===== src/rtl/hack_mul_seq.sv =====
// hack_mul_seq: multi-cycle 16-bit shift-and-add multiplier built around a
// single Hack ALU. Each multiplier bit costs two cycles: ADD (conditional
// accumulate) then DBL (double the multiplicand). A start/busy/done handshake
// lets it sit beside the Hack CPU as a coprocessor.
//
// Build option: define HACK_MUL_EARLY_EXIT_EN to leave the loop as soon as the
// remaining multiplier bits are all zero (latency 2*k, k = max(1, msb(b)+1)).
// Without it every operation takes a fixed 32 cycles. The product is the same.

// Hack ALU: zero/negate each input, add or AND, optionally negate the result.
module alu #(
    parameter int unsigned WIDTH = 16
) (
    input  logic [WIDTH-1:0] x,
    input  logic [WIDTH-1:0] y,
    input  logic             zx,
    input  logic             nx,
    input  logic             zy,
    input  logic             ny,
    input  logic             f,
    input  logic             no,
    output logic [WIDTH-1:0] out,
    output logic             zr,
    output logic             ng
);
    logic [WIDTH-1:0] x_z, x_n, y_z, y_n, f_out;

    // Input conditioning, function select and output negation.
    always_comb begin
        x_z   = zx ? '0 : x;
        x_n   = nx ? ~x_z : x_z;
        y_z   = zy ? '0 : y;
        y_n   = ny ? ~y_z : y_z;
        f_out = f ? (x_n + y_n) : (x_n & y_n);
        out   = no ? ~f_out : f_out;
        zr    = (out == '0);
        ng    = out[WIDTH-1];
    end
endmodule

module hack_mul_seq #(
    parameter int unsigned WIDTH = 16
) (
    input  logic             clk,
    input  logic             rst_n,
    input  logic             start,
    input  logic [WIDTH-1:0] a,
    input  logic [WIDTH-1:0] b,
    output logic             busy,
    output logic             done,
    output logic [WIDTH-1:0] product,
    output logic             zr,
    output logic             ng
);
    typedef enum logic [1:0] {
        IDLE = 2'd0,
        ADD  = 2'd1,
        DBL  = 2'd2,
        DONE = 2'd3
    } state_t;

    state_t           state, state_next;

    logic [WIDTH-1:0] acc;
    logic [WIDTH-1:0] mcand;
    logic [WIDTH-1:0] mplier;
    logic [4:0]       cnt;

    logic [WIDTH-1:0] alu_x, alu_out;
    logic             alu_zx, alu_nx, alu_zy, alu_ny, alu_f, alu_no;
    logic             alu_zr_unused, alu_ng_unused;
    logic             x_from_mcand;
    logic             accept;
    logic             last_iter;

    alu #(.WIDTH(WIDTH)) u_alu (
        .x   (alu_x),
        .y   (mcand),
        .zx  (alu_zx),
        .nx  (alu_nx),
        .zy  (alu_zy),
        .ny  (alu_ny),
        .f   (alu_f),
        .no  (alu_no),
        .out (alu_out),
        .zr  (alu_zr_unused),
        .ng  (alu_ng_unused)
    );

    // Loop exit test and start acceptance (IDLE, or back-to-back from DONE).
    always_comb begin
`ifdef HACK_MUL_EARLY_EXIT_EN
        last_iter = (cnt == 5'd15) || (mplier[WIDTH-1:1] == '0);
`else
        last_iter = (cnt == 5'd15);
`endif
        accept = start && ((state == IDLE) || (state == DONE));
    end

    // State register.
    always_ff @(posedge clk or negedge rst_n) begin
        if (!rst_n) begin
            state <= IDLE;
        end else begin
            state <= state_next;
        end
    end

    // Next-state logic.
    always_comb begin
        state_next = state;
        case (state)
            IDLE:    if (start) state_next = ADD;
            ADD:     state_next = DBL;
            DBL:     state_next = last_iter ? DONE : ADD;
            DONE:    state_next = start ? ADD : IDLE;
            default: state_next = IDLE;
        endcase
    end

    // Outputs and ALU control: x+y while iterating, constant 0 otherwise.
    always_comb begin
        busy         = 1'b0;
        done         = 1'b0;
        x_from_mcand = 1'b0;
        {alu_zx, alu_nx, alu_zy, alu_ny, alu_f, alu_no} = 6'b101010;
        case (state)
            ADD: begin
                busy = 1'b1;
                {alu_zx, alu_nx, alu_zy, alu_ny, alu_f, alu_no} = 6'b000010;
            end
            DBL: begin
                busy         = 1'b1;
                x_from_mcand = 1'b1;
                {alu_zx, alu_nx, alu_zy, alu_ny, alu_f, alu_no} = 6'b000010;
            end
            DONE:    done = 1'b1;
            default: ;
        endcase
        alu_x = x_from_mcand ? mcand : acc;
    end

    // Datapath registers; product is loaded on the DBL->DONE edge so it is
    // already valid during the done cycle.
    always_ff @(posedge clk or negedge rst_n) begin
        if (!rst_n) begin
            acc     <= '0;
            mcand   <= '0;
            mplier  <= '0;
            cnt     <= '0;
            product <= '0;
        end else begin
            if (accept) begin
                acc    <= '0;
                mcand  <= a;
                mplier <= b;
                cnt    <= '0;
            end else if (state == ADD) begin
                if (mplier[0]) acc <= alu_out;
            end else if (state == DBL) begin
                mcand  <= alu_out;
                mplier <= mplier >> 1;
                cnt    <= cnt + 5'd1;
                if (last_iter) product <= acc;
            end
        end
    end

    // Status flags follow the held product.
    always_comb begin
        zr = (product == '0);
        ng = product[WIDTH-1];
    end
endmodule


===== config.mk =====
export PLATFORM = sky130hd
export DESIGN_NAME = hack_mul_seq
export DESIGN_NICKNAME = d
export VERILOG_FILES = /design/src/rtl/hack_mul_seq.sv
export SDC_FILE = /design/constraint.sdc
export NUM_CORES = 1
export LEC_CHECK = 0
export ABC_AREA = 1
export BUFFER_PORTS_ARGS = -buffer_cell sky130_fd_sc_hd__buf_2
export CAP_MARGIN = 5
export CORE_ASPECT_RATIO = 0.7
export CORE_MARGIN = 1
export CORE_UTILIZATION = 40
export DETAILED_ROUTE_END_ITERATION = 8
export PLACE_DENSITY = 0.72
export SYNTH_ARGS = -nofsm -noshare
export SYNTH_HDL_FRONTEND = slang
export SYNTH_SLANG_ARGS = --single-unit

===== constraint.sdc =====
create_clock -name clk -period 2.38 [get_ports clk]
set_input_delay 0.119 -clock clk [delete_from_list [all_inputs] [get_ports clk]]
set_output_delay 0.119 -clock clk [all_outputs]
set_load 0.02 [all_outputs]

# Word-level counts from Yosys, hierarchy flattened
# Cells that the tools add are included.
dict set report word_totals {
  regBits 71
  latch_bits 0
  ram_bits 0
  rom_bits 0
  inputBits 35
  wordCells 49
  mem_count 0
}
dict set report op_classes {
  add_sub_neg 2
  mul 0
  div 0
  magnitude_cmp 0
  n_eq_ne 6
  n_shift 0
  mux 22
  bitwise 2
  n_reduce_logical 11
}
# cell count
set op_table {}
lappend op_table {{16-bit 2-to-1 mux} 12}
lappend op_table {{16-bit adder} 1}
lappend op_table {{16-bit logical NOT} 1}
lappend op_table {{5-bit 2-to-1 mux} 3}
lappend op_table {{2-bit case mux with 4 select lines} 1}
lappend op_table {{2-bit nonzero test} 3}
lappend op_table {{5-bit by 1-bit adder with 5-bit output (second input constant)} 1}
lappend op_table {{5-bit by 4-bit equality test with 1-bit output (second input constant)} 1}
lappend op_table {{2-bit equality test (second input constant)} 2}
lappend op_table {{1-bit 2-to-1 mux} 4}
lappend op_table {{2-bit 2-to-1 mux} 2}
lappend op_table {{2-bit inequality test (second input constant)} 2}
lappend op_table {{2-bit AND reduction} 2}
lappend op_table {{4-bit AND reduction} 1}
lappend op_table {{2-bit by 1-bit equality test with 1-bit output (second input constant)} 1}
lappend op_table {{2-bit logical NOT} 1}
lappend op_table {{1-bit inverter} 2}
lappend op_table {{2-bit OR reduction} 1}
lappend op_table {{1-bit logical AND} 1}
lappend op_table {{1-bit logical OR} 1}

# Depth between registers and ports, before layout
dict set report logic_depth {
  depth_word 8
  depth_mapped 17
}

# By module
# Synthesis repeated with hierarchy kept, for this count alone.
dict set report hier_totals {
  hier_cells 860
  area_unflattened_um2 5703.0
}
# module instances cells_each area_per_inst_um2 seq_area_each_um2
set by_module_without_submodules {}
lappend by_module_without_submodules {hack_mul_seq 1 441 3613.5 1776.7}
lappend by_module_without_submodules {alu 1 419 2089.5 0.0}

# Worst setup path after synthesis
# Ideal clock, no wire load.
dict set report synth_timing {
  path_type {reg-to-reg}
  start {register state[0]}
  end {register acc[8]}
  setup_time_ns 0.118
  arrival_ns 2.626
  required_ns 2.262
  setup_slack_ns -0.364
  path_stages_with_launch 17
  n_path_buf 2
  period_less_slack_ns 2.744
  path_cell_list {dfrtp_1 > inv_1 > ha_1 > buf_6 > clkbuf_1 > nand2_1 > a22oi_1 > ha_1 > fa_1 > nand2_1 > nand2_1 > and2_1 > nand2_1 > nand2_1 > xor2_1 > nand3_1 > nand2_1}
}
dict set report synth_via {
  elab_chain_len 8
  elab_cells_between_ends 18
}
# item line_no
set synth_rtl {}
lappend synth_rtl {{from (decl)} 62} ;# state_t state, state_next;
lappend synth_rtl {{from (signal assigned)} 105} ;# state <= state_next;
lappend synth_rtl {{2-bit equality test} 127} ;# case (state)
lappend synth_rtl {{1-bit 2-to-1 mux} 127}
lappend synth_rtl {{16-bit 2-to-1 mux} 140} ;# alu_x = x_from_mcand ? mcand : acc;
lappend synth_rtl {{16-bit 2-to-1 mux} 30} ;# x_z = zx ? '0 : x;
lappend synth_rtl {{16-bit adder} 34} ;# f_out = f ? (x_n + y_n) : (x_n & y_n);
lappend synth_rtl {{16-bit 2-to-1 mux} 159} ;# if (mplier[0]) acc <= alu_out;
lappend synth_rtl {{16-bit 2-to-1 mux} 158} ;# end else if (state == ADD) begin
lappend synth_rtl {{16-bit 2-to-1 mux} 153} ;# if (accept) begin
lappend synth_rtl {{to (signal assigned)} 159}
lappend synth_rtl {{to (decl)} 64} ;# logic [WIDTH-1:0] acc;
# Several ways; a longest one is shown, not always the timed one. The select of a mux whose other input is x is not followed.
# A chain may end at the register's enable or synchronous reset.

# Worst setup path in the final report
dict set report layout_timing {
  start {register state[1]}
  end {register mcand[6]}
}
dict set report layout_via {
  elab_chain_len 8
  elab_cells_between_ends 18
}
# item line_no
set layout_rtl {}
lappend layout_rtl {{2-bit equality test} {127, 160}}
lappend layout_rtl {{1-bit 2-to-1 mux} 127}
lappend layout_rtl {{16-bit 2-to-1 mux} 140}
lappend layout_rtl {{16-bit 2-to-1 mux} 30}
lappend layout_rtl {{16-bit adder} 34}
lappend layout_rtl {{16-bit 2-to-1 mux} 160} ;# end else if (state == DBL) begin
lappend layout_rtl {{16-bit 2-to-1 mux} 158}
lappend layout_rtl {{16-bit 2-to-1 mux} 153}
lappend layout_rtl {{to (signal assigned)} 161} ;# mcand <= alu_out;
lappend layout_rtl {{to (decl)} 65} ;# logic [WIDTH-1:0] mcand;
# Several ways; a longest one is shown, not always the timed one. The select of a mux whose other input is x is not followed.

==> metrics.yaml <==
reg2reg_to: "mcand[6]"
num_io_pins: 55
synth-async-reset-ratio_pct: 100.0
fp.dieW_um: 126.2
syn-cell-area_mm2: 0.004319
final.fill_count: 931
yosys.area.top_type: "dfrtp_1"
post-synth-top-count-cell: "nand2_1"
violations: "negative setup slack"
grt_antenna_before_repair: 0
fmax_ghz: 0.3986
path_class: "flip-flop to flip-flop"
rows: 31
grt_pass1_wl_um: 19710
required_ns: 2.65
firstDrtPassIters: 5
max_slew_margin_pct: 49.41
cap_violations: 0
start_kind: "flip-flop"
syn_inst: 577
synth_top_area_share_pct: 41.14
power_density_mw_per_mm2: 1754
cpLargestDelayFamily: "adder cells"
gp_congestion: 0.9584
worst_slack_ns: -0.1289
start_util_pct: 41.40
path_clk_slew_ns: 0.06
final_nets: 742
end_kind: "flip-flop"
dp_slack_ns: -0.1718
grt_usage_pct: 22.97
synthFlopType: "dfrtp_1"
ys_seq_area_share_pct: 41.14
cp_cell_sequence: "inv_2, ha_4, buf_6, nand2_4, a22oi_2, ha_2, fa_2, nand2_2, nand2_2, nand3b_1, nand2_2, buf_6, a21oi_2, o21ai_2, o21bai_1"
status: "finished with violations"
yosysWarnings: 0
ant_nets: 0
worst_path_most_repeated_cell: "nand2_2"
hpwlAfterDp_um: 8787
rsz0062_at_grt: "true"
hp-start: "b[0]"
routed_wl_um: 12400
path_buf_inv: 3
leakage_nw: 3.159
period_needed_ns: 2.509
period_share_pct: 105.4
dr_total_vias: 4194
grt_overflow: 0
reg2reg_slack_ns: -0.13
viasPerCell: 5.108
drt_iter0_drc: 258
grt_pass1_vias: 4030
areaGrowthSynthToFinish_pct: 34.88
ys_seq_elements: 71
holdPathEnd: "mplier[0]"
dieHeight_um: 88.94
skew_ns: 0.004838
port_buffers: 54
min_path_type: "primary input to flip-flop"
num_antenna_cells: 0
finalInstanceArea_mm2: 0.005826
reg2reg_from: "state[1]"
arrival_ns: 2.77
die_area_mm2: 0.01122
synth_area_leaders: "dfrtp_1, nand2_1, inv_1"
synth_common_cells: "nand2_1, inv_1, dfrtp_1, nand3_1, o21ai_0"
worstMarginPinSlew_ns: 0.7589
cts_tree: "built"
hold_depth: 3
post_drt_wl_per_cell_um: 15.10
crit_slowest_cell: "fa_2"
dpl_cell_area_mm2: 0.004967
cts_buffers: 9
cts_num_sinks: 71
clkLatencyLatePin_ns: 0.34
drive_gt1_share_pct: 30.48
grt_start_max_net_pins: 34
syn_nets: 635
cp_max_fo: 7
cts.path.max_buffers: 2
yosysUniqueCellTypes: 35
max_stage_delay_ns: 0.41
cts_root_buffer: "clkbuf_16"
htreeDepth: 3
syn_area_per_cell_um2: 7.486
synth_edf_count: 0
ir_worst_vdd_mv: 0.8962
drv_slew: 0
worstRegToRegCells: 15
hold_violations: 0
coreArea_mm2: 0.01043
finalSetupViolations: 22
drc_errors: 0
==> worst reg2reg max path, stage by stage, from the launching register on <==
cell	delay, ns
dfrtp_1	0.39
inv_2	0.07
ha_4	0.28
buf_6	0.13
nand2_4	0.05
a22oi_2	0.05
ha_2	0.20
fa_2	0.41
nand2_2	0.08
nand2_2	0.06
nand3b_1	0.10
nand2_2	0.10
buf_6	0.13
a21oi_2	0.14
o21ai_2	0.11
o21bai_1	0.15
==> flip-flops by register name, summed over array words and instances (netlist names) <==
register and count:
mcand 16, cnt 5, mplier 16, acc 16
state 2, product 16
==> logic make-up after synthesis <==
logic type,count (synthesis),synth area share [%]
adders and majority gates,23,6.837
muxes,1,0.2607
DFF,71,41.14
xor gates and xnor gates,3,0.6085
AOI/OAI and AO/OA,89,13.27
and+or+nand+nor,271,26.36
buffers and inverters,119,11.53
==> per-layer routing <==
layer,part of all wire (%),routed length (µm),GRT usage [%]
met1,46,5754,31.33
met4,2.2,276,7.119
met2,44,5499,36.41
met5,0,0,0
met3,7.0,870,5.625
==> report_power, final <==
group          switching, mW  leakage [nW]  internal [mW]  total (mW)
Sequential             0.222         0.919           1.65        1.87
Combinational           4.02          2.09           2.90        6.92
Clock                  0.509         0.148          0.913        1.42
==> layout make-up <==
cell class | count | area, µm² | share of cell area, %
well taps | 132 | 165.2 | 2.835
flip-flops and latches | 71 | 1777 | 30.50
repair buffers | 119 | 825.8 | 14.18
inverters | 96 | 362.8 | 6.229
clock buffers | 10 | 229.0 | 3.930
clock inverters | 6 | 85.08 | 1.460
multi-input cells | 387 | 2381 | 40.87
==> cells in the final DEF, fill, tap and decap left out, types with 6 or more instances in the layout <==
cell type      netlist  routed
a21oi_1             15       8
a21oi_2              0       7
a22o_1              10      10
a22oi_1             15       9
a22oi_2              0       6
buf_2               11      54
buf_4                4      47
buf_6                3       6
clkbuf_16            0       9
dfrtp_1             71      71
dlygate4sd3_1        0      10
ha_1                22      14
inv_1               91      88
inv_2                5       7
nand2_1            195     162
nand2_2              1      27
nand2_4              1       8
nand3_1             29      24
nand4_1              9       9
nor2_1              20      15
o211ai_1             6       6
o21ai_0             28      21
o21ai_1              3       8
o221ai_1             8       8
==> timing repair <==
action / 4_1_cts / 5_1_grt
gates resized for setup: 17 / 77
buffers inserted: 4 / 11
endpoints found under the setup margin: 26 / 27
hold buffers: 10 / 0
pin swaps: 8 / 27
hold endpoints to repair: 40 / 0
gates cloned: 0 / 0
==> per-stage QoR <==
step	hold slack (ns)	TNS, ns	util, %	std cells	total power, mW
floorplan	-0.1766	-0.1492	-	577	5.520
global placement	0.2140	-0.6148	47.61	781	7.151
detailed placement	0.2319	-2.206	47.61	781	7.278
CTS	0.001276	-0.9156	52.43	811	9.029
global route	0.01363	-4.183	55.83	821	10.98
finish	0.001423	-0.9714	55.83	821	10.22
==> worst max path at each step <==
stage | startpoint | depth (start not counted) | endpoint
final | state[1] | 15 | mcand[6]
after global routing | state[1] | 16 | mcand[15]
after CTS | state[1] | 16 | mcand[11]
after detailed placement | state[0] | 16 | acc[10]
after global placement | state[1] | 16 | acc[10]
after floorplan | state[0] | 17 | acc[15]
Note: power is estimated with default switching activity, not from simulation.
